### config.mk
export PLATFORM = sky130hd
export DESIGN_NAME = ctrl_sequencer_flat
export DESIGN_NICKNAME = d
export VERILOG_FILES = /design/src/rtl/ctrl_sequencer_if.sv /design/src/rtl/ctrl_sequencer.sv /design/src/flat_wrapper.sv
export SDC_FILE = /design/constraint.sdc
export NUM_CORES = 1
export LEC_CHECK = 0
export CORE_AREA = 2 2 58 60
export DETAILED_ROUTE_END_ITERATION = 8
export DIE_AREA = 0 0 60 62
export PLACE_DENSITY = 0.78
export SETUP_SLACK_MARGIN = 0.2
export SYNTH_ARGS = -nofsm -noshare
export SYNTH_HDL_FRONTEND = slang
export SYNTH_SLANG_ARGS = --single-unit
### constraint.sdc
create_clock -name clk -period 5.5 [get_ports clk]
set_clock_uncertainty 0.2 [all_clocks]
set_input_delay 1.1 -clock clk [delete_from_list [all_inputs] [get_ports clk]]
set_output_delay 1.1 -clock clk [all_outputs]
set_load 0.005 [all_outputs]
### src/rtl/ctrl_sequencer_if.sv
// ----------------------------------------------------------------------------
// ctrl_sequencer_if
//   Bundles everything the control sequencer exchanges with the decoder and
//   the datapath: the start level, the decoder's one-hot flags, the ALU gt
//   flag, the datapath strobes and the status lines.
//   Modports:
//     slave  - the sequencer: flags/start/gt in, strobes/status out
//     master - the surrounding system: drives flags/start/gt, sees strobes
// ----------------------------------------------------------------------------
interface ctrl_sequencer_if;
    logic       start;
    logic       mova, movb, movc, movd;
    logic       add, sub, jmp, jg;
    logic       in1, out1, movi, halt;
    logic       gt;
    logic       dec_en;
    logic       pc_clr, pc_inc, pc_ld;
    logic       mar_ld, mem_rd;
    logic       ir_ld, imm_ld;
    logic       reg_we;
    logic [1:0] reg_sel;
    logic       alu_oe, alu_sub, flag_ld;
    logic       in_oe, imm_oe, out_ld;
    logic       busy, halted, illegal;

    modport slave (
        input  start, mova, movb, movc, movd, add, sub, jmp, jg,
               in1, out1, movi, halt, gt,
        output dec_en, pc_clr, pc_inc, pc_ld, mar_ld, mem_rd, ir_ld, imm_ld,
               reg_we, reg_sel, alu_oe, alu_sub, flag_ld, in_oe, imm_oe,
               out_ld, busy, halted, illegal
    );

    modport master (
        output start, mova, movb, movc, movd, add, sub, jmp, jg,
               in1, out1, movi, halt, gt,
        input  dec_en, pc_clr, pc_inc, pc_ld, mar_ld, mem_rd, ir_ld, imm_ld,
               reg_we, reg_sel, alu_oe, alu_sub, flag_ld, in_oe, imm_oe,
               out_ld, busy, halted, illegal
    );
endinterface

### src/rtl/ctrl_sequencer.sv
// ----------------------------------------------------------------------------
// ctrl_sequencer
//   Fetch/decode/execute control sequencer for the 4-bit-opcode model
//   machine. Enables the instruction decoder for one cycle per instruction,
//   latches its one-hot flags and turns them into datapath strobes.
//   Ports:
//     clk  - system clock, rising edge
//     rst  - asynchronous reset, active-high
//     step - (SEQ_SINGLE_STEP_EN only) single-step request, rising edge
//     bus  - ctrl_sequencer_if.slave: start, decoder flags, gt in;
//            PC/MAR/memory/IR/regfile/ALU/IO strobes and status out
//   Parameter:
//     MEM_WAIT - extra cycles mem_rd is held before ir_ld/imm_ld (0..7)
//   Optional feature:
//     SEQ_SINGLE_STEP_EN - adds the step port and a WAIT state after EXEC
// ----------------------------------------------------------------------------
module ctrl_sequencer #(
    parameter int unsigned MEM_WAIT = 0
) (
    input  logic            clk,
    input  logic            rst,
`ifdef SEQ_SINGLE_STEP_EN
    input  logic            step,
`endif
    ctrl_sequencer_if.slave bus
);
    localparam logic [2:0] WAIT_LAST = 3'(MEM_WAIT);

    // Bit positions of the decoder flags inside the flag vector / op_r.
    localparam int OP_MOVA = 0;
    localparam int OP_MOVB = 1;
    localparam int OP_MOVC = 2;
    localparam int OP_MOVD = 3;
    localparam int OP_ADD  = 4;
    localparam int OP_SUB  = 5;
    localparam int OP_JMP  = 6;
    localparam int OP_JG   = 7;
    localparam int OP_IN1  = 8;
    localparam int OP_OUT1 = 9;
    localparam int OP_MOVI = 10;

    typedef enum logic [2:0] {
        S_IDLE   = 3'd0,
        S_FETCH  = 3'd1,
        S_LATCH  = 3'd2,
        S_DECODE = 3'd3,
        S_OPND   = 3'd4,
        S_EXEC   = 3'd5,
        S_HALT   = 3'd6
`ifdef SEQ_SINGLE_STEP_EN
        , S_WAIT = 3'd7
`endif
    } state_t;

    state_t      state_r;
    state_t      state_s;
    logic [10:0] op_r;
    logic [2:0]  wait_r;
    logic [11:0] flags_s;
    logic [3:0]  flag_cnt_s;
    logic        mem_last_s;
    logic        has_opnd_s;
    logic        step_edge_s;

    function automatic logic [3:0] count_flags(input logic [11:0] f);
        logic [3:0] n;
        n = 4'd0;
        for (int i = 0; i < 12; i++) begin
            n = n + {3'd0, f[i]};
        end
        return n;
    endfunction

    assign flags_s    = {bus.halt, bus.movi, bus.out1, bus.in1, bus.jg, bus.jmp,
                         bus.sub, bus.add, bus.movd, bus.movc, bus.movb, bus.mova};
    assign flag_cnt_s = count_flags(flags_s);
    assign mem_last_s = (wait_r == WAIT_LAST);
    assign has_opnd_s = flags_s[OP_JMP] | flags_s[OP_JG] | flags_s[OP_MOVI];

`ifdef SEQ_SINGLE_STEP_EN
    logic step_r;

    // Previous step level for rising-edge detection.
    always_ff @(posedge clk or posedge rst) begin
        if (rst) begin
            step_r <= 1'b0;
        end else begin
            step_r <= step;
        end
    end

    assign step_edge_s = step & ~step_r;
`else
    assign step_edge_s = 1'b0;
`endif

    // State register, latched opcode and memory wait counter.
    always_ff @(posedge clk or posedge rst) begin
        if (rst) begin
            state_r <= S_IDLE;
            op_r    <= 11'd0;
            wait_r  <= 3'd0;
        end else begin
            state_r <= state_s;
            if (state_r == S_DECODE) begin
                op_r <= flags_s[10:0];
            end else begin
                op_r <= op_r;
            end
            // Counts mem_rd cycles; cleared on the last one so OPND starts fresh.
            if ((state_r == S_LATCH || state_r == S_OPND) && !mem_last_s) begin
                wait_r <= wait_r + 3'd1;
            end else begin
                wait_r <= 3'd0;
            end
        end
    end

    // Next-state logic and strobe decode from the registered state.
    always_comb begin
        state_s     = state_r;
        bus.dec_en  = 1'b0;
        bus.pc_clr  = 1'b0;
        bus.pc_inc  = 1'b0;
        bus.pc_ld   = 1'b0;
        bus.mar_ld  = 1'b0;
        bus.mem_rd  = 1'b0;
        bus.ir_ld   = 1'b0;
        bus.imm_ld  = 1'b0;
        bus.reg_we  = 1'b0;
        bus.reg_sel = 2'd0;
        bus.alu_oe  = 1'b0;
        bus.alu_sub = 1'b0;
        bus.flag_ld = 1'b0;
        bus.in_oe   = 1'b0;
        bus.imm_oe  = 1'b0;
        bus.out_ld  = 1'b0;
        bus.busy    = 1'b0;
        bus.halted  = 1'b0;
        bus.illegal = 1'b0;
        case (state_r)
            S_IDLE: begin
                if (bus.start) begin
                    // Gated by rst so no pc_clr escapes while reset is held.
                    bus.pc_clr = ~rst;
                    state_s    = S_FETCH;
                end else begin
                    state_s = S_IDLE;
                end
            end
            S_FETCH: begin
                bus.busy   = 1'b1;
                bus.mar_ld = 1'b1;
                state_s    = S_LATCH;
            end
            S_LATCH: begin
                bus.busy   = 1'b1;
                bus.mem_rd = 1'b1;
                if (mem_last_s) begin
                    bus.ir_ld  = 1'b1;
                    bus.pc_inc = 1'b1;
                    state_s    = S_DECODE;
                end else begin
                    state_s = S_LATCH;
                end
            end
            S_DECODE: begin
                bus.busy   = 1'b1;
                bus.dec_en = 1'b1;
                if (flag_cnt_s == 4'd0) begin
                    state_s = S_FETCH;
                end else if (flag_cnt_s > 4'd1) begin
                    bus.illegal = 1'b1;
                    state_s     = S_HALT;
                end else if (bus.halt) begin
                    state_s = S_HALT;
                end else if (has_opnd_s) begin
                    // Operand sits at the already-incremented PC.
                    bus.mar_ld = 1'b1;
                    state_s    = S_OPND;
                end else begin
                    state_s = S_EXEC;
                end
            end
            S_OPND: begin
                bus.busy   = 1'b1;
                bus.mem_rd = 1'b1;
                if (mem_last_s) begin
                    bus.imm_ld = 1'b1;
                    bus.pc_inc = 1'b1;
                    state_s    = S_EXEC;
                end else begin
                    state_s = S_OPND;
                end
            end
            S_EXEC: begin
                bus.busy = 1'b1;
                if (op_r[OP_MOVA]) begin
                    bus.reg_we  = 1'b1;
                    bus.reg_sel = 2'd0;
                end else if (op_r[OP_MOVB]) begin
                    bus.reg_we  = 1'b1;
                    bus.reg_sel = 2'd1;
                end else if (op_r[OP_MOVC]) begin
                    bus.reg_we  = 1'b1;
                    bus.reg_sel = 2'd2;
                end else if (op_r[OP_MOVD]) begin
                    bus.reg_we  = 1'b1;
                    bus.reg_sel = 2'd3;
                end else if (op_r[OP_ADD] | op_r[OP_SUB]) begin
                    bus.alu_oe  = 1'b1;
                    bus.reg_we  = 1'b1;
                    bus.flag_ld = 1'b1;
                    bus.alu_sub = op_r[OP_SUB];
                end else if (op_r[OP_JMP]) begin
                    bus.pc_ld = 1'b1;
                end else if (op_r[OP_JG]) begin
                    bus.pc_ld = bus.gt;
                end else if (op_r[OP_IN1]) begin
                    bus.in_oe  = 1'b1;
                    bus.reg_we = 1'b1;
                end else if (op_r[OP_OUT1]) begin
                    bus.out_ld = 1'b1;
                end else if (op_r[OP_MOVI]) begin
                    bus.imm_oe = 1'b1;
                    bus.reg_we = 1'b1;
                end else begin
                    bus.reg_we = 1'b0;
                end
`ifdef SEQ_SINGLE_STEP_EN
                state_s = S_WAIT;
`else
                state_s = S_FETCH;
`endif
            end
            S_HALT: begin
                bus.halted = 1'b1;
                if (bus.start) begin
                    state_s = S_FETCH;
                end else begin
                    state_s = S_HALT;
                end
            end
`ifdef SEQ_SINGLE_STEP_EN
            S_WAIT: begin
                bus.busy = 1'b1;
                if (step_edge_s) begin
                    state_s = S_FETCH;
                end else begin
                    state_s = S_WAIT;
                end
            end
`endif
            default: begin
                state_s = S_IDLE;
            end
        endcase
    end
endmodule
### src/flat_wrapper.sv
// flat-port wrapper written by rule: the top's interface ports become plain ports
module ctrl_sequencer_flat 
#(
    parameter int unsigned MEM_WAIT = 0
)
  (clk, rst, bus_start, bus_mova, bus_movb, bus_movc, bus_movd, bus_add, bus_sub, bus_jmp, bus_jg, bus_in1, bus_out1, bus_movi, bus_halt, bus_gt, bus_dec_en, bus_pc_clr, bus_pc_inc, bus_pc_ld, bus_mar_ld, bus_mem_rd, bus_ir_ld, bus_imm_ld, bus_reg_we, bus_reg_sel, bus_alu_oe, bus_alu_sub, bus_flag_ld, bus_in_oe, bus_imm_oe, bus_out_ld, bus_busy, bus_halted, bus_illegal);
  ctrl_sequencer_if bus_i ();
  input  logic clk;
  input  logic rst;
  input wire logic [$bits(bus_i.start)-1:0] bus_start;
  input wire logic [$bits(bus_i.mova)-1:0] bus_mova;
  input wire logic [$bits(bus_i.movb)-1:0] bus_movb;
  input wire logic [$bits(bus_i.movc)-1:0] bus_movc;
  input wire logic [$bits(bus_i.movd)-1:0] bus_movd;
  input wire logic [$bits(bus_i.add)-1:0] bus_add;
  input wire logic [$bits(bus_i.sub)-1:0] bus_sub;
  input wire logic [$bits(bus_i.jmp)-1:0] bus_jmp;
  input wire logic [$bits(bus_i.jg)-1:0] bus_jg;
  input wire logic [$bits(bus_i.in1)-1:0] bus_in1;
  input wire logic [$bits(bus_i.out1)-1:0] bus_out1;
  input wire logic [$bits(bus_i.movi)-1:0] bus_movi;
  input wire logic [$bits(bus_i.halt)-1:0] bus_halt;
  input wire logic [$bits(bus_i.gt)-1:0] bus_gt;
  output wire logic [$bits(bus_i.dec_en)-1:0] bus_dec_en;
  output wire logic [$bits(bus_i.pc_clr)-1:0] bus_pc_clr;
  output wire logic [$bits(bus_i.pc_inc)-1:0] bus_pc_inc;
  output wire logic [$bits(bus_i.pc_ld)-1:0] bus_pc_ld;
  output wire logic [$bits(bus_i.mar_ld)-1:0] bus_mar_ld;
  output wire logic [$bits(bus_i.mem_rd)-1:0] bus_mem_rd;
  output wire logic [$bits(bus_i.ir_ld)-1:0] bus_ir_ld;
  output wire logic [$bits(bus_i.imm_ld)-1:0] bus_imm_ld;
  output wire logic [$bits(bus_i.reg_we)-1:0] bus_reg_we;
  output wire logic [$bits(bus_i.reg_sel)-1:0] bus_reg_sel;
  output wire logic [$bits(bus_i.alu_oe)-1:0] bus_alu_oe;
  output wire logic [$bits(bus_i.alu_sub)-1:0] bus_alu_sub;
  output wire logic [$bits(bus_i.flag_ld)-1:0] bus_flag_ld;
  output wire logic [$bits(bus_i.in_oe)-1:0] bus_in_oe;
  output wire logic [$bits(bus_i.imm_oe)-1:0] bus_imm_oe;
  output wire logic [$bits(bus_i.out_ld)-1:0] bus_out_ld;
  output wire logic [$bits(bus_i.busy)-1:0] bus_busy;
  output wire logic [$bits(bus_i.halted)-1:0] bus_halted;
  output wire logic [$bits(bus_i.illegal)-1:0] bus_illegal;
  assign bus_i.start = bus_start;
  assign bus_i.mova = bus_mova;
  assign bus_i.movb = bus_movb;
  assign bus_i.movc = bus_movc;
  assign bus_i.movd = bus_movd;
  assign bus_i.add = bus_add;
  assign bus_i.sub = bus_sub;
  assign bus_i.jmp = bus_jmp;
  assign bus_i.jg = bus_jg;
  assign bus_i.in1 = bus_in1;
  assign bus_i.out1 = bus_out1;
  assign bus_i.movi = bus_movi;
  assign bus_i.halt = bus_halt;
  assign bus_i.gt = bus_gt;
  assign bus_dec_en = bus_i.dec_en;
  assign bus_pc_clr = bus_i.pc_clr;
  assign bus_pc_inc = bus_i.pc_inc;
  assign bus_pc_ld = bus_i.pc_ld;
  assign bus_mar_ld = bus_i.mar_ld;
  assign bus_mem_rd = bus_i.mem_rd;
  assign bus_ir_ld = bus_i.ir_ld;
  assign bus_imm_ld = bus_i.imm_ld;
  assign bus_reg_we = bus_i.reg_we;
  assign bus_reg_sel = bus_i.reg_sel;
  assign bus_alu_oe = bus_i.alu_oe;
  assign bus_alu_sub = bus_i.alu_sub;
  assign bus_flag_ld = bus_i.flag_ld;
  assign bus_in_oe = bus_i.in_oe;
  assign bus_imm_oe = bus_i.imm_oe;
  assign bus_out_ld = bus_i.out_ld;
  assign bus_busy = bus_i.busy;
  assign bus_halted = bus_i.halted;
  assign bus_illegal = bus_i.illegal;
  ctrl_sequencer #(.MEM_WAIT(MEM_WAIT)) u_core (.clk(clk), .rst(rst), .bus(bus_i));
endmodule
==> flow_summary.toml <==
[global_route]
grt_pass1_vias = 1127
grt_usage_pct = 16.73
antenna_found_initial = 0
grt_max_degree = 19
grt_pass1_wl_um = 4698
grt_overflow = 0

[drt]
final_antenna_net_count = 0
wl_um = 2763
routed-via-count = 1132
drtIter0Drc = 33
top_layer_used = "met4"
drc = 0
dr_wl_met2_um = 1471
wl_per_cell_um = 12.12
vias_per_cell = 4.965
drtPass1Iterations = 4
wl_met3_um = 104
drt-met1-wl_um = 1136

[pwr]
finalPower_uw = 747.8
combPwrFrac_pct = 57.7
p_sw_share_pct = 41.21
net-switching-power_uw = 308.1
p_leak_nw = 0.8413
p_per_area_nw_per_um2 = 422.1
p_int_uw = 439.7
ir_worst_vdd_uv = 243.2
clockPowerShare_pct = 9.4
pwr-share-seq_pct = 32.9

[synth]
syn_avg_cell_area_um2 = 9.266
syn_area_um2 = 1279
synth_area_leaders = "dfrtp_1, fa_1, inv_1"
synth_edf_count = 0
yosysSeqAreaShare_pct = 33.27
ys_types = 32
async_flop_share_pct = 100.0
syn_inst = 138
synth_warnings = 0
synth_ff_type = "dfrtp_1"
synthesis.nets = 167
synth_most_common_cell = "inv_1"
synth.largest_area_cell = "dfrtp_1"
ys_ff_latch = 17
synth_top_area_share_pct = 33.27
ys_top_cells_by_count = "inv_1, dfrtp_1, nor2_1"

[setup_path]
critPathKind = "input port to output pin"
path_cells = "buf_6 -> ha_4 -> inv_2 -> fa_1 -> fa_1 -> fa_1 -> inv_1 -> fa_2 -> fa_2 -> a211o_1 -> nor2_2 -> buf_4 -> a32o_2 -> buf_2"
slowest_delay_ps = 530
cp-end-kind = "output pin"
required_ps = 4200
worst-path-max-fanout = 2
critPathLaunchType = "input port"
worstPathArrival_ps = 4500
cpMostUsedCell = "fa_1"
crit_slowest_cell = "fa_2"
r2r_slack_ps = 3490

[clocking]
numCtsBuffers = 3
cts_root_buf = "clkbuf_4"
cts_tree = "yes"
path_clk_slew_ps = 110
cts.sinks = 17
ctsHtreeMaxLevel = 1
clkLatencyLatePin_ps = 300
clk_path_buf_depth = 2

[timing]
fmax_mhz = 172.5
period_minus_slack_ps = 5798
maxSlewHeadroom_pct = 73.36
layout_setup_ws_ps = -298.4
tightest_slew_ps = 398.1
fin_crit_sh_pct = 105.4
maxSlewViolCount = 0
setup_violations = 2
holdWs_ps = 313.5
finalHoldViolCount = 0
rsz0062_at_grt = "yes"

[hold_path]
hold_class = "flip-flop to flip-flop"

[floorplanning]
ios = 36
fp.dieArea_um2 = 3720
num_rows = 21
die-height_um = 62
coreArea_um2 = 3179
dieWidth_um = 60
start_util_pct = 40.22

[layout]
antennaDiodeCount = 0
final_cell_area_um2 = 1772
area_growth_pct = 38.55
fillCellCount = 289
regArea_um2 = 425.4
drive_gt1_share_pct = 23.08
nNetsFinal = 212
multi_input_comb_area_um2 = 755.7

[run_status]
violations = "negative setup slack"
status = "complete, but fails checks"

[placement]
hpwl_um = 2285
pre_cts_ws_ps = -1017
numPortBuffers = 35
place_area_um2 = 1729
gp_congestion = 0.8108

[run]
drv_cap = 0
routing by layer:
layer,vias to the layer above,GRT usage [%]
met5,-,0
met4,0,7.619
met3,6,2.899
met2,25,29.19
met1,550,20.26
li1,551,-
worst paths after layout:
path / endpoint / depth (start not counted) / startpoint
setup / recovery: bus_mar_ld / 14 / bus_movb
hold / removal: u_core.op_r[4] / 2 / u_core.op_r[4]
setup reg to reg: u_core.op_r[1] / 4 / u_core.state_r[2]
hold reg to reg: u_core.op_r[4] / 2 / u_core.op_r[4]
max in group asynchronous: u_core.op_r[5] / 3 / rst
min in group asynchronous: u_core.op_r[8] / 3 / rst
what timing repair did:
| action | CTS | global route |
|---|---|---|
| hold buffers | 0 | 0 |
| pin swaps | 10 | 7 |
| setup endpoints to repair | 2 | 2 |
| setup buffers | 2 | 0 |
| gates resized for setup | 26 | 3 |
| cloned | 0 | 0 |
sequential cells by signal, indices dropped and copies added, names as in the netlist:
signal,flops
u_core.op_r,11
u_core.wait_r,3
u_core.state_r,3
area by class of cell:
class,instances,share of cell area (%)
tap,46,3.249
sequential,17,24.01
timing repair buffer,45,23.31
inverter,24,5.085
clock inverter,1,0.4237
multi-input combinational,92,42.66
clock buffer,3,1.271
cell families (layout without fill, tap and decap cells):
group | after synthesis | count (layout) | share of synthesized area [%]
flip-flops | 17 | 17 | 33.27
AO/OA/AOI/OAI | 23 | 23 | 10.76
AND/OR/NAND/NOR | 50 | 50 | 23.88
buffers and inverters | 29 | 73 | 9.979
multiplexers | 6 | 6 | 5.283
adder cells (fa/ha/maj) | 13 | 13 | 16.83
cell usage in the layout (no fill, tap or decap), types with 2 or more instances in the layout:
cell type and instances:
nand2_1 10, nor2_1 10, fa_1 5, o21ai_0 10
and3_1 5, nor3b_2 3, buf_4 10, buf_6 2
nor2_2 2, a21oi_1 7, nand2b_1 2, buf_2 2
clkbuf_4 3, ha_1 5, nor2b_1 3, nor3_1 7
dfrtp_1 17, mux2_2 6, inv_1 21, clkdlybuf4s50_1 26
dlygate4sd2_1 4, inv_2 3, fa_2 2
critical path: cells and delay by family:
| family | cells | cell delay [ps] |
|---|---|---|
| buf+inv | 5 | 430 |
| fa+ha+maj | 6 | 2560 |
| compound gates | 2 | 350 |
| simple gates | 1 | 50 |
metrics by stage:
step	utilization, %	cells	TNS, ps
3_3_place_gp	54.39	222	-1811
4_1_cts	55.57	228	-850.1
3_5_place_dp	54.39	222	-1959
6_report	55.73	228	-474.9
5_1_grt	55.73	228	-712.0
2_1_floorplan	-	138	0
power groups by stage:
stage	clock network (mW)	registers [mW]	logic [mW]
floorplan	0	0.210	0.295
global placement	0	0.245	0.399
detailed placement	0	0.248	0.418
CTS	0.0722	0.245	0.432
global route	0.0778	0.256	0.484
finish	0.0706	0.246	0.431
Note: power is estimated with default switching activity, not from simulation.
